### config.mk
export PLATFORM = sky130hd
export DESIGN_NAME = uart_rx_sampler
export DESIGN_NICKNAME = d
export VERILOG_FILES = /design/src/rtl/uart_pkg.sv /design/src/rtl/uart_sync2.sv /design/src/rtl/uart_rx_sampler.sv
export SDC_FILE = /design/constraint.sdc
export NUM_CORES = 1
export LEC_CHECK = 0
export ABC_AREA = 1
export CAP_MARGIN = 20
export CORE_ASPECT_RATIO = 1.1
export CORE_MARGIN = 1
export CORE_UTILIZATION = 50
export CTS_BUF_LIST = sky130_fd_sc_hd__clkbuf_4 sky130_fd_sc_hd__clkbuf_8
export CTS_CLUSTER_SIZE = 16
export DETAILED_ROUTE_END_ITERATION = 8
export GPL_TIMING_DRIVEN = 0
export HOLD_SLACK_MARGIN = 0.02
export PLACE_DENSITY = 0.75
export SLEW_MARGIN = 20
export SYNTH_ARGS = -nofsm -noshare
export SYNTH_HDL_FRONTEND = slang
export SYNTH_SLANG_ARGS = --single-unit
### constraint.sdc
create_clock -name clk -period 2.66 [get_ports clk]
set_input_delay 0.266 -clock clk [delete_from_list [all_inputs] [get_ports clk]]
set_output_delay 0.266 -clock clk [all_outputs]
set_load 0.05 [all_outputs]
### src/rtl/uart_pkg.sv
`default_nettype none
// ============================================================================
// Module   : uart_pkg
// Brief    : Shared UART state encoding and default frame geometry.
// Revision : 1.0 - initial release
// ============================================================================
package uart_pkg;

    localparam int c_data_bits_dflt  = 8;
    localparam int c_oversample_dflt = 16;

    typedef enum logic [2:0] {
        ST_IDLE   = 3'd0,
        ST_START  = 3'd1,
        ST_DATA   = 3'd2,
        ST_PARITY = 3'd3,
        ST_STOP   = 3'd4,
        ST_DONE   = 3'd5
    } uart_state_t;

endpackage
`default_nettype wire

### src/rtl/uart_sync2.sv
`default_nettype none
// ============================================================================
// Module   : uart_sync2
// Brief    : Two-flop synchronizer for a single async input, settable reset level.
// Revision : 1.0 - initial release
// ============================================================================
module uart_sync2 #(
    parameter logic RESET_VAL = 1'b1
) (
    input  logic clk,
    input  logic reset_n,
    input  logic d,
    output logic q
);

    logic r_meta;
    logic r_sync;

    always_ff @(posedge clk or negedge reset_n) begin
        if (!reset_n) begin
            r_meta <= RESET_VAL;
            r_sync <= RESET_VAL;
        end else begin
            r_meta <= d;
            r_sync <= r_meta;
        end
    end

    assign q = r_sync;

endmodule
`default_nettype wire

### src/rtl/uart_rx_sampler.sv
`default_nettype none
// ============================================================================
// Module   : uart_rx_sampler
// Brief    : Oversampling UART receiver front end with stop-bit sample/strobe.
// Revision : 1.0 - initial release
// ============================================================================
module uart_rx_sampler
    import uart_pkg::*;
#(
    parameter int DATA_BITS  = c_data_bits_dflt,
    parameter int OVERSAMPLE = c_oversample_dflt,
    parameter int PARITY_EN  = 0,
    parameter int PARITY_ODD = 0
) (
    input  logic                 clk,
    input  logic                 reset_n,
    input  logic                 baud_tick,
    input  logic                 rx_in,
    output logic [DATA_BITS-1:0] rx_data,
    output logic                 rx_valid,
    output logic                 parity_error,
    output logic                 rx_bit_sample,
    output logic                 chk_stop,
    output logic                 busy
);

    localparam int c_tick_w = $clog2(OVERSAMPLE);
    localparam int c_bit_w  = $clog2(DATA_BITS + 1);

    localparam logic [c_tick_w-1:0] c_half_last = c_tick_w'(OVERSAMPLE / 2 - 1);
    localparam logic [c_tick_w-1:0] c_full_last = c_tick_w'(OVERSAMPLE - 1);
    localparam logic [c_tick_w-1:0] c_tick_one  = c_tick_w'(1);
    localparam logic [c_bit_w-1:0]  c_last_bit  = c_bit_w'(DATA_BITS - 1);
    localparam logic [c_bit_w-1:0]  c_bit_one   = c_bit_w'(1);
    localparam logic                c_par_inv   = (PARITY_ODD != 0);

    logic                 w_rxs;
    uart_state_t          w_after_data;
    logic [c_tick_w-1:0]  w_tick_last;
    logic                 w_in_frame;
    logic                 w_tick_hit;

    uart_state_t          r_state;
    logic [c_tick_w-1:0]  r_tick_cnt;
    logic [c_bit_w-1:0]   r_bit_cnt;
    logic [DATA_BITS-1:0] r_shift;
    logic                 r_perr;
    logic [DATA_BITS-1:0] r_rx_data;
    logic                 r_rx_valid;
    logic                 r_parity_error;
    logic                 r_rx_bit_sample;
    logic                 r_chk_stop;

    uart_sync2 #(
        .RESET_VAL (1'b1)
    ) u_rx_sync (
        .clk     (clk),
        .reset_n (reset_n),
        .d       (rx_in),
        .q       (w_rxs)
    );

    if (PARITY_EN != 0) begin : g_parity
        assign w_after_data = ST_PARITY;
    end else begin : g_no_parity
        assign w_after_data = ST_STOP;
    end

    // START waits half a bit to land mid-bit; later bits sample one full bit apart.
    assign w_tick_last = (r_state == ST_START) ? c_half_last : c_full_last;
    assign w_in_frame  = (r_state == ST_START) || (r_state == ST_DATA) ||
                         (r_state == ST_PARITY) || (r_state == ST_STOP);
    assign w_tick_hit  = baud_tick && w_in_frame && (r_tick_cnt == w_tick_last);

    always_ff @(posedge clk or negedge reset_n) begin
        if (!reset_n) begin
            r_state         <= ST_IDLE;
            r_tick_cnt      <= '0;
            r_bit_cnt       <= '0;
            r_shift         <= '0;
            r_perr          <= 1'b0;
            r_rx_data       <= '0;
            r_rx_valid      <= 1'b0;
            r_parity_error  <= 1'b0;
            r_rx_bit_sample <= 1'b1;
            r_chk_stop      <= 1'b0;
        end else begin
            r_rx_valid <= 1'b0;
            r_chk_stop <= 1'b0;

            if (baud_tick && w_in_frame) begin
                r_tick_cnt <= w_tick_hit ? '0 : r_tick_cnt + c_tick_one;
            end

            case (r_state)
                ST_IDLE: begin
                    if (baud_tick && !w_rxs) begin
                        r_state    <= ST_START;
                        r_tick_cnt <= '0;
                    end
                end
                ST_START: begin
                    if (w_tick_hit) begin
                        if (!w_rxs) begin
                            r_state   <= ST_DATA;
                            r_bit_cnt <= '0;
                            r_perr    <= 1'b0;
                        end else begin
                            r_state <= ST_IDLE;
                        end
                    end
                end
                ST_DATA: begin
                    if (w_tick_hit) begin
                        r_shift   <= {w_rxs, r_shift[DATA_BITS-1:1]};
                        r_bit_cnt <= r_bit_cnt + c_bit_one;
                        if (r_bit_cnt == c_last_bit) begin
                            r_state <= w_after_data;
                        end
                    end
                end
                ST_PARITY: begin
                    if (w_tick_hit) begin
                        r_perr  <= (w_rxs != ((^r_shift) ^ c_par_inv));
                        r_state <= ST_STOP;
                    end
                end
                ST_STOP: begin
                    // Level is committed a clock ahead of the strobe so the checker sees it settled.
                    if (w_tick_hit) begin
                        r_rx_bit_sample <= w_rxs;
                        r_state         <= ST_DONE;
                    end
                end
                ST_DONE: begin
                    r_chk_stop     <= 1'b1;
                    r_rx_valid     <= 1'b1;
                    r_rx_data      <= r_shift;
                    r_parity_error <= r_perr;
                    r_state        <= ST_IDLE;
                end
                default: begin
                    r_state <= ST_IDLE;
                end
            endcase
        end
    end

    assign rx_data       = r_rx_data;
    assign rx_valid      = r_rx_valid;
    assign parity_error  = r_parity_error;
    assign rx_bit_sample = r_rx_bit_sample;
    assign chk_stop      = r_chk_stop;
    assign busy          = (r_state != ST_IDLE);

endmodule
`default_nettype wire

==> metrics <==
status finished with violations; failing checks DRC; clock sink count 33; endpoint type of the worst setup path primary output; compound-gate portion of the synthesized area 0.08321; Post-CTS Setup Bufs 0; largest family of logic cells by synthesized area simple AND/OR/NAND/NOR gates; n_diodes 0; WL met2 1341 um; hold depth 1; Via density 4.903; fin. max-slew vios 0; Post-synth EDFFs 0; Met3 Wirelength ~73 um; drt pass-1 iters 6; Core Rows 21; H-tree Lvls 2; WP data required between 2 and 2.5 ns; hold crit path type input pin to register; Clock Skew 0.01785 ns; crit path time final 2.083 ns; FF-to-FF path depth 9; Final Non-Filler Cells about 280; pin count of the biggest net entering global routing 34; first-pass GRT wire length between 5000 and 6000 um; synth warn 0; Synth Area in XOR/XNOR 0.01533; number of max-cap violations 0; Die Ht 63.41 um; Fin. Hold Viols 0; final instance area 1979 um2; CTS tree built; number of cells upsized or downsized after cts 0; DP Cell Count 270; gr usage total 0.1969; startpoint types register; post-synth top area share 0.4380; Main synth FF type dfrtp_1; full die area 3667 um2; Area Overhead vs Synth 15.47%; Mapped Area 1714 um2; crit-path cells nor2_2, nand2_4, clkdlybuf4s50_1; initial detailed-routing violation count 32; share of layout cells above drive strength 1 0.1306; hold_sp rx_in; FF-to-FF Start r_state[0]$_DFFE_PN0P_; CP max FO 7; Tightest Pin Transition 0.7150 ns; Top Metal Used met4; largest area contributor in the netlist dfrtp_1; clk slew on worst S/H paths 0.10 ns; P per Cell Area 837.2 nW/um2; mux cell area share after synthesis 0.005839; worst reg2reg endpoint r_shift[7]$_DFFE_PN0P_; Max Fclk 480.2 MHz; most numerous cell in the Yosys netlist nand2_1; Synth Register Bits 33; Initial Util 0.5437; crit share post-route 0.7829; Area contributors post-synth dfrtp_1, nand2_1, inv_1; CP arrival 1.82 ns; fin nets 250; post-synthesis average cell area 7.792 um2; post-synth net total 226; core area 3153 um2; via count 1,368; WL met1 1514 um; Detail Route Antenna Nets 0; async set-or-reset flop fraction in the synthesized netlist 1.000; most frequent cells after synthesis nand2_1, dfrtp_1, inv_1; Synth cell types 28; WHS Endpoint u_rx_sync.r_meta$_DFF_PN1_; utilization after layout 0.6278; sequential area share after synthesis 0.4839; CP Class register to primary output; clock latency on the worst-skew pair approximately 0.34 ns; slowest stage delay, CP 0.80 ns; worst vdd ir 0.0003744 V; Top Ports 17; initial antenna violation count 0; final setup vio count 0; setup TNS 0 ns; drt wl/cell 10.72 um; adder-cell share of the synthesized area 0.01460; DRC Markers 1; R2R Setup Slk 1.03 ns; total wire length 2992 um; RSZ-0062 raised after global routing false; Longest Clk Path Bufs 2; simple-gate share of the synthesized area 0.3175; GRT overflow 0; die width 57.83 um; Port-buffer cells 16; hpwl dp 2223 um; Placed Area 1912 um2; CTS Buf Count 5; Routability Congestion around 0.79; Syn Inst Count 220; CP max-delay cell clkdlybuf4s50_1; Slew HR 0.5233; Clock Tree Root clkbuf_4; Leakage Power 1.054 nW; vias in the first global route 1,304
power by group:
part | switching [mW] | internal, mW
combinational | 0.468 | 0.227
clock | 0.168 | 0.123
sequential | 0.0661 | 0.605
layout make-up:
type / count / area [um2]
fill: 282 / 1174
tap: 34 / 42.54
buffer: 3 / 23.77
multi-input combinational: 154 / 748.2
clock inverter: 1 / 5.005
timing repair buffer: 17 / 165.2
sequential: 33 / 829.5
inverter: 30 / 112.6
clock buffer: 7 / 52.55
cells in the final DEF (no fill, tap or decap):
cell type / n
xor2_1: 3
nor2_1: 12
a31oi_1: 1
nor3_1: 1
buf_4: 1
buf_2: 2
nor2_8: 1
clkinv_2: 1
a21oi_1: 4
o21ai_2: 1
buf_6: 1
o21ai_0: 18
nor3_2: 1
nand4_1: 1
nor2_4: 1
nand2_1: 85
inv_1: 26
o21ai_1: 2
clkbuf_4: 7
o31ai_1: 1
nand3_1: 10
nand3_4: 1
dfstp_2: 3
inv_2: 4
dfrtp_1: 30
dlygate4sd3_1: 1
nand2_4: 2
mux2i_1: 1
nor2_2: 4
nand2_2: 2
ha_1: 2
clkdlybuf4s50_1: 15
state kept, by name, summed over array words and instances, names as in the netlist:
| signal | cells |
|---|---|
| r_shift | 8 |
| rx_data | 8 |
| r_bit_cnt | 4 |
| r_tick_cnt | 4 |
| r_state | 3 |
| chk_stop | 1 |
| parity_error | 1 |
| r_perr | 1 |
| rx_bit_sample | 1 |
| u_rx_sync.q | 1 |
| u_rx_sync.r_meta | 1 |
critical path, delay by kind of cell (launching register included):
| kind | cells | cell delay, ns |
|---|---|---|
| buffers and inverters | 1 | 0.80 |
| DFF | 1 | 0.50 |
| and+or+nand+nor | 2 | 0.19 |
layer usage:
metal,global-route usage,vias to the layer above
li1,-,733
met1,0.2577,611
met2,0.3089,16
met3,0.03696,8
met4,0.09821,0
met5,0,-
worst max-delay path by stage:
stage | slack, ns | depth (start not counted) | endpoint | from
finish | 0.58 | 3 | busy | r_state[0]$_DFFE_PN0P_
global route | 0.51 | 3 | busy | r_state[0]$_DFFE_PN0P_
CTS | 0.57 | 3 | busy | r_state[0]$_DFFE_PN0P_
detailed placement | 0.94 | 3 | busy | r_state[0]$_DFFE_PN0P_
global placement | 0.68 | 1 | r_tick_cnt[1]$_DFF_PN0_ | reset_n
floorplan | 1.20 | 9 | r_shift[6]$_DFFE_PN0P_ | r_state[0]$_DFFE_PN0P_
cells by family after synthesis:
family,after synthesis
compound gates,27
xor+xnor,3
fa+ha+maj,2
buf+inv,33
flops,33
mux,1
simple gates,121
per-stage QoR:
| step | setup slack [ns] | power, mW | hold slack, ns |
|---|---|---|---|
| after global placement | 0.6776 | 1.368 | 0.3464 |
| after detailed placement | 0.9434 | 1.380 | 0.3485 |
| after global routing | 0.5091 | 1.771 | 0.3419 |
| after CTS | 0.5653 | 1.670 | 0.3314 |
| final | 0.5774 | 1.657 | 0.3406 |
| after floorplan | 1.204 | 1.174 | -0.02959 |
timing repair:
action	CTS	global route
endpoints found under the hold margin	30	0
setup endpoints to repair	0	0
hold buffers	1	0
Note: power is estimated with default switching activity, not from simulation.
==> variant 1: new RTL, same flow settings <==
Encoding of `uart_state_t`: now Gray code (3 bits for 6 states).
--- a/src/rtl/uart_pkg.sv
+++ b/src/rtl/uart_pkg.sv
@@ -10,12 +10,12 @@
     localparam int c_oversample_dflt = 16;
 
     typedef enum logic [2:0] {
-        ST_IDLE   = 3'd0,
-        ST_START  = 3'd1,
-        ST_DATA   = 3'd2,
-        ST_PARITY = 3'd3,
-        ST_STOP   = 3'd4,
-        ST_DONE   = 3'd5
+        ST_IDLE   = 3'b000,
+        ST_START  = 3'b001,
+        ST_DATA   = 3'b011,
+        ST_PARITY = 3'b010,
+        ST_STOP   = 3'b110,
+        ST_DONE   = 3'b111
     } uart_state_t;
 
 endpackage
Formal check against the unedited RTL: same outputs for any inputs over 10 cycles, from zero or initial values and one cycle with reset_n low; not proved beyond that.
==> variant 1 against the unedited design <==
  * Setup slack improved by 0.012 ns
  * Non-clock buffer count stayed put
  * Area after synthesis fell by 4.8%
  * Sequential share of layout area is 1.8 points higher
  * Power is 28% higher
  * Largest cell class unchanged
  * Final area shrank 4.0%
  * Sequential cell count unchanged
  * Wire length increased by 1.3%
  * Critical path type unchanged
==> variant 1: results (changes against the unedited design) <==
[sta]
fmax_mhz=483  ; +0.56%
finClkSkew_ns=0.0101  ; -0.00771 ns
tightest_slew_ns=0.731  ; +0.0162 ns

[drt]
vias=1315  ; -3.9%
wirelength_um=3030  ; +1.3%
vias_per_cell=5.14  ; +4.8%
firstDrtPassIters=4  ; -2
first_iter_violations=48  ; +50%

[global_route]
grt_first_pass_wirelength_um=5360  ; -3.1%
grt_pass1_vias=1247  ; -4.4%

[power]
power.switching_w=0.000972  ; +39%
p_leak_nw=1.01  ; -4.1%
clkPwrFrac_pct=13.9  ; -3.7 points
peakVddDrop_mv=0.707  ; +89%
switching_share_pct=46.0  ; +3.6 points

[place]
place.gp.congestion=0.823  ; +4.2%
place_area_sq_um=1830  ; -4.3%
placed_cells=247  ; -8.5%
dp_hpwl_um=2210  ; -0.80%

[synth]
postSynthAreaPerCell_sq_um=8.28  ; +6.3%
ys_types=26  ; -7.1%
netlist_top_cells_area=dfrtp_1 46%, nand2_1 15%, o21ai_0 6.1%
synthTopCellsByCount=64 x nand2_1, 30 x dfrtp_1, 25 x inv_1
ys_seq_area_share_pct=50.8  ; +2.4 points
syn_nets=203  ; -10%

[finish]
area_growth_pct=16.4
fill_cells=284  ; +0.71%
drive_gt1_share_pct=12.6  ; -0.45 points
nets=227  ; -9.2%

[clock_tree]
worstSkewPairLatency_ns=0.33
ctsHoldBuffers=1  ; unchanged

[setup_path]
startpoint=r_state[0]$_DFFE_PN0P_
r2r_slack_ns=0.91  ; -0.12 ns
critPathArrivalTime_ns=1.80  ; -0.02 ns
critPathMaxFanout=6  ; -1

[run_status]
outcome=finished clean

==> variant 1: changes by cell type in the layout (fill, tap and decap cells not counted), moves of 3 or more <==
cell and delta:
nand2_1 -21, nor2_2 -3, nand2_2 +3, nand3_1 +4
==> variant 1: layout make-up <==
class                      count  area [sq um]  share of cell area [%]
clock buffer                   8          60.1                    3.16
buffer                         3          26.3                    1.38
sequential                    33           830                    43.7
timing repair buffer          17           165                    8.70
inverter                      27           101                    5.34
multi-input combinational    134           674                    35.5
tap                           34          42.5                    2.24
==> variant 1: kinds of logic after synthesis <==
logic type	synth area share (%)
buffers and inverters	7.82
AND/OR/NAND/NOR	29.0
flip-flops	50.8
adder cells (fa/ha/maj)	1.53
XOR/XNOR	2.61
AO/OA/AOI/OAI	8.21
==> variant 1: metal layers <==
layer	GRT usage (%)	part of all wire, %	up-vias
li1	-	-	674
met1	24.7	45	598
met2	34.1	48	33
met3	4.76	4.2	10
met4	13.6	2.8	0
met5	0	0	-
==> variant 2: new RTL, same flow settings <==
Made on the original files. Change the package constant `c_data_bits_dflt` from 8 to 16.
--- a/src/rtl/uart_pkg.sv
+++ b/src/rtl/uart_pkg.sv
@@ -6,7 +6,7 @@
 // ============================================================================
 package uart_pkg;
 
-    localparam int c_data_bits_dflt  = 8;
+    localparam int c_data_bits_dflt  = 16;
     localparam int c_oversample_dflt = 16;
 
     typedef enum logic [2:0] {
Ports: changed (resized rx_data); port bits go from 17 to 25. The function was not compared with the original's and may differ.
==> variant 2 against the unedited design <==
  * Setup slack got worse by 0.0010 ns
  * Maximum frequency barely moved
  * Final area rose by 48%
  * Via count rose by 49%
  * Sequential power rose by 73%
  * Largest power group unchanged
  * Wire length rose by 60%
  * Clock skew fell by 0.014 ns
  * Highest routed layer unchanged
  * Power rose by 99%
  * Sequential cell count rose by 17
  * Area after synthesis rose by 46%
==> variant 2: results (changes against the unedited design) <==
[run_status]
outcome=finished clean

[sta]
fin_hold_ws_ns=0.358  ; +0.0174 ns
finClkSkew_ns=0.00364  ; -0.0142 ns
slew_headroom_pct=59.6  ; +7.2 points

[drt]
vias=2034  ; +49%
vias_per_cell=5.18  ; +5.6%
firstDrtPassIters=4  ; -2

[synth]
ys_seq_area_share_pct=50.0  ; +1.6 points
syn_inst=304  ; +38%
netlist_top_cells_area=dfrtp_1 47%, nand2_1 18%, o21ai_0 5.2%
syn_nets=311  ; +38%
ys_types=31  ; +11%

[global_route]
track_usage_pct=20.1  ; +0.45 points
grt_pass1_vias=1922  ; +47%
grt_first_pass_wirelength_um=8540  ; +54%

[place]
portBuffers=24  ; +8
place.gp.congestion=0.759  ; -4.0%
placed_cells=385  ; +43%

[min_path]
hold_class=reg -> reg

[clock_tree]
cts-root-buf=clkbuf_8

[setup_path]
critical_path.max_stage_delay_ns=0.82  ; +0.02 ns
r2r_slack_ns=0.94  ; -0.09 ns
critPathMaxFanout=8  ; +1

[finish]
drive_gt1_share_pct=13.4  ; +0.29 points

[power]
peakVddDrop_mv=0.666  ; +78%

-- variant 2: cell types whose count changed after synthesis, moves of 2 or more --
cell / change
a21oi_1: -2
clkbuf_1: +3
inv_2: -3
inv_1: +3
dfrtp_1: +17
nand2_2: +7
nand3_1: +2
nor2_2: -3
buf_6: +2
o21ai_2: +11
o31ai_1: +3
o21ai_0: +8
nand2_1: +34
-- variant 2: cell type report --
class,count,area (sq um)
clock buffer,7,83.8
multi-input combinational,216,1070
sequential,50,1250
buffer,8,72.6
inverter,30,113
fill,439,1820
tap,56,70.1
timing repair buffer,26,265
-- variant 2: how the worst max path moves through the flow --
| stage | start | end | slack, ns |
|---|---|---|---|
| after floorplan | r_state[1]$_DFFE_PN0P_ | r_state[1]$_DFFE_PN0P_ | 1.13 |
| after global placement | reset_n | r_state[2]$_DFFE_PN0P_ | -0.11 |
| after detailed placement | r_state[0]$_DFFE_PN0P_ | busy | 0.93 |
| after CTS | r_state[0]$_DFFE_PN0P_ | busy | 0.57 |
| after global routing | r_state[0]$_DFFE_PN0P_ | busy | 0.49 |
| final | r_state[0]$_DFFE_PN0P_ | busy | 0.58 |
-- variant 2: power breakdown --
part / internal (W) / switching, W
sequential: 0.000994 / 0.000170
clock: 0.000202 / 0.000226
combinational: 0.000566 / 0.00113
total: 0.00176 / 0.00153
-- variant 2: kinds of logic after synthesis --
family	Yosys count	share of synthesized area [%]
simple gates	161	27.4
buf+inv	38	7.37
compound gates	47	11.7
flops	50	50.0
fa+ha+maj	3	1.49
xor+xnor	5	2.04
-- variant 2: metal layers --
layer | GRT usage (%) | up-vias | share of wire, %
met1 | 25.9 | 965 | 47
met2 | 33.7 | 38 | 48
met4 | 8.37 | 0 | 1.7
li1 | - | 1023 | -
met3 | 3.31 | 8 | 3.2
met5 | 0 | - | 0
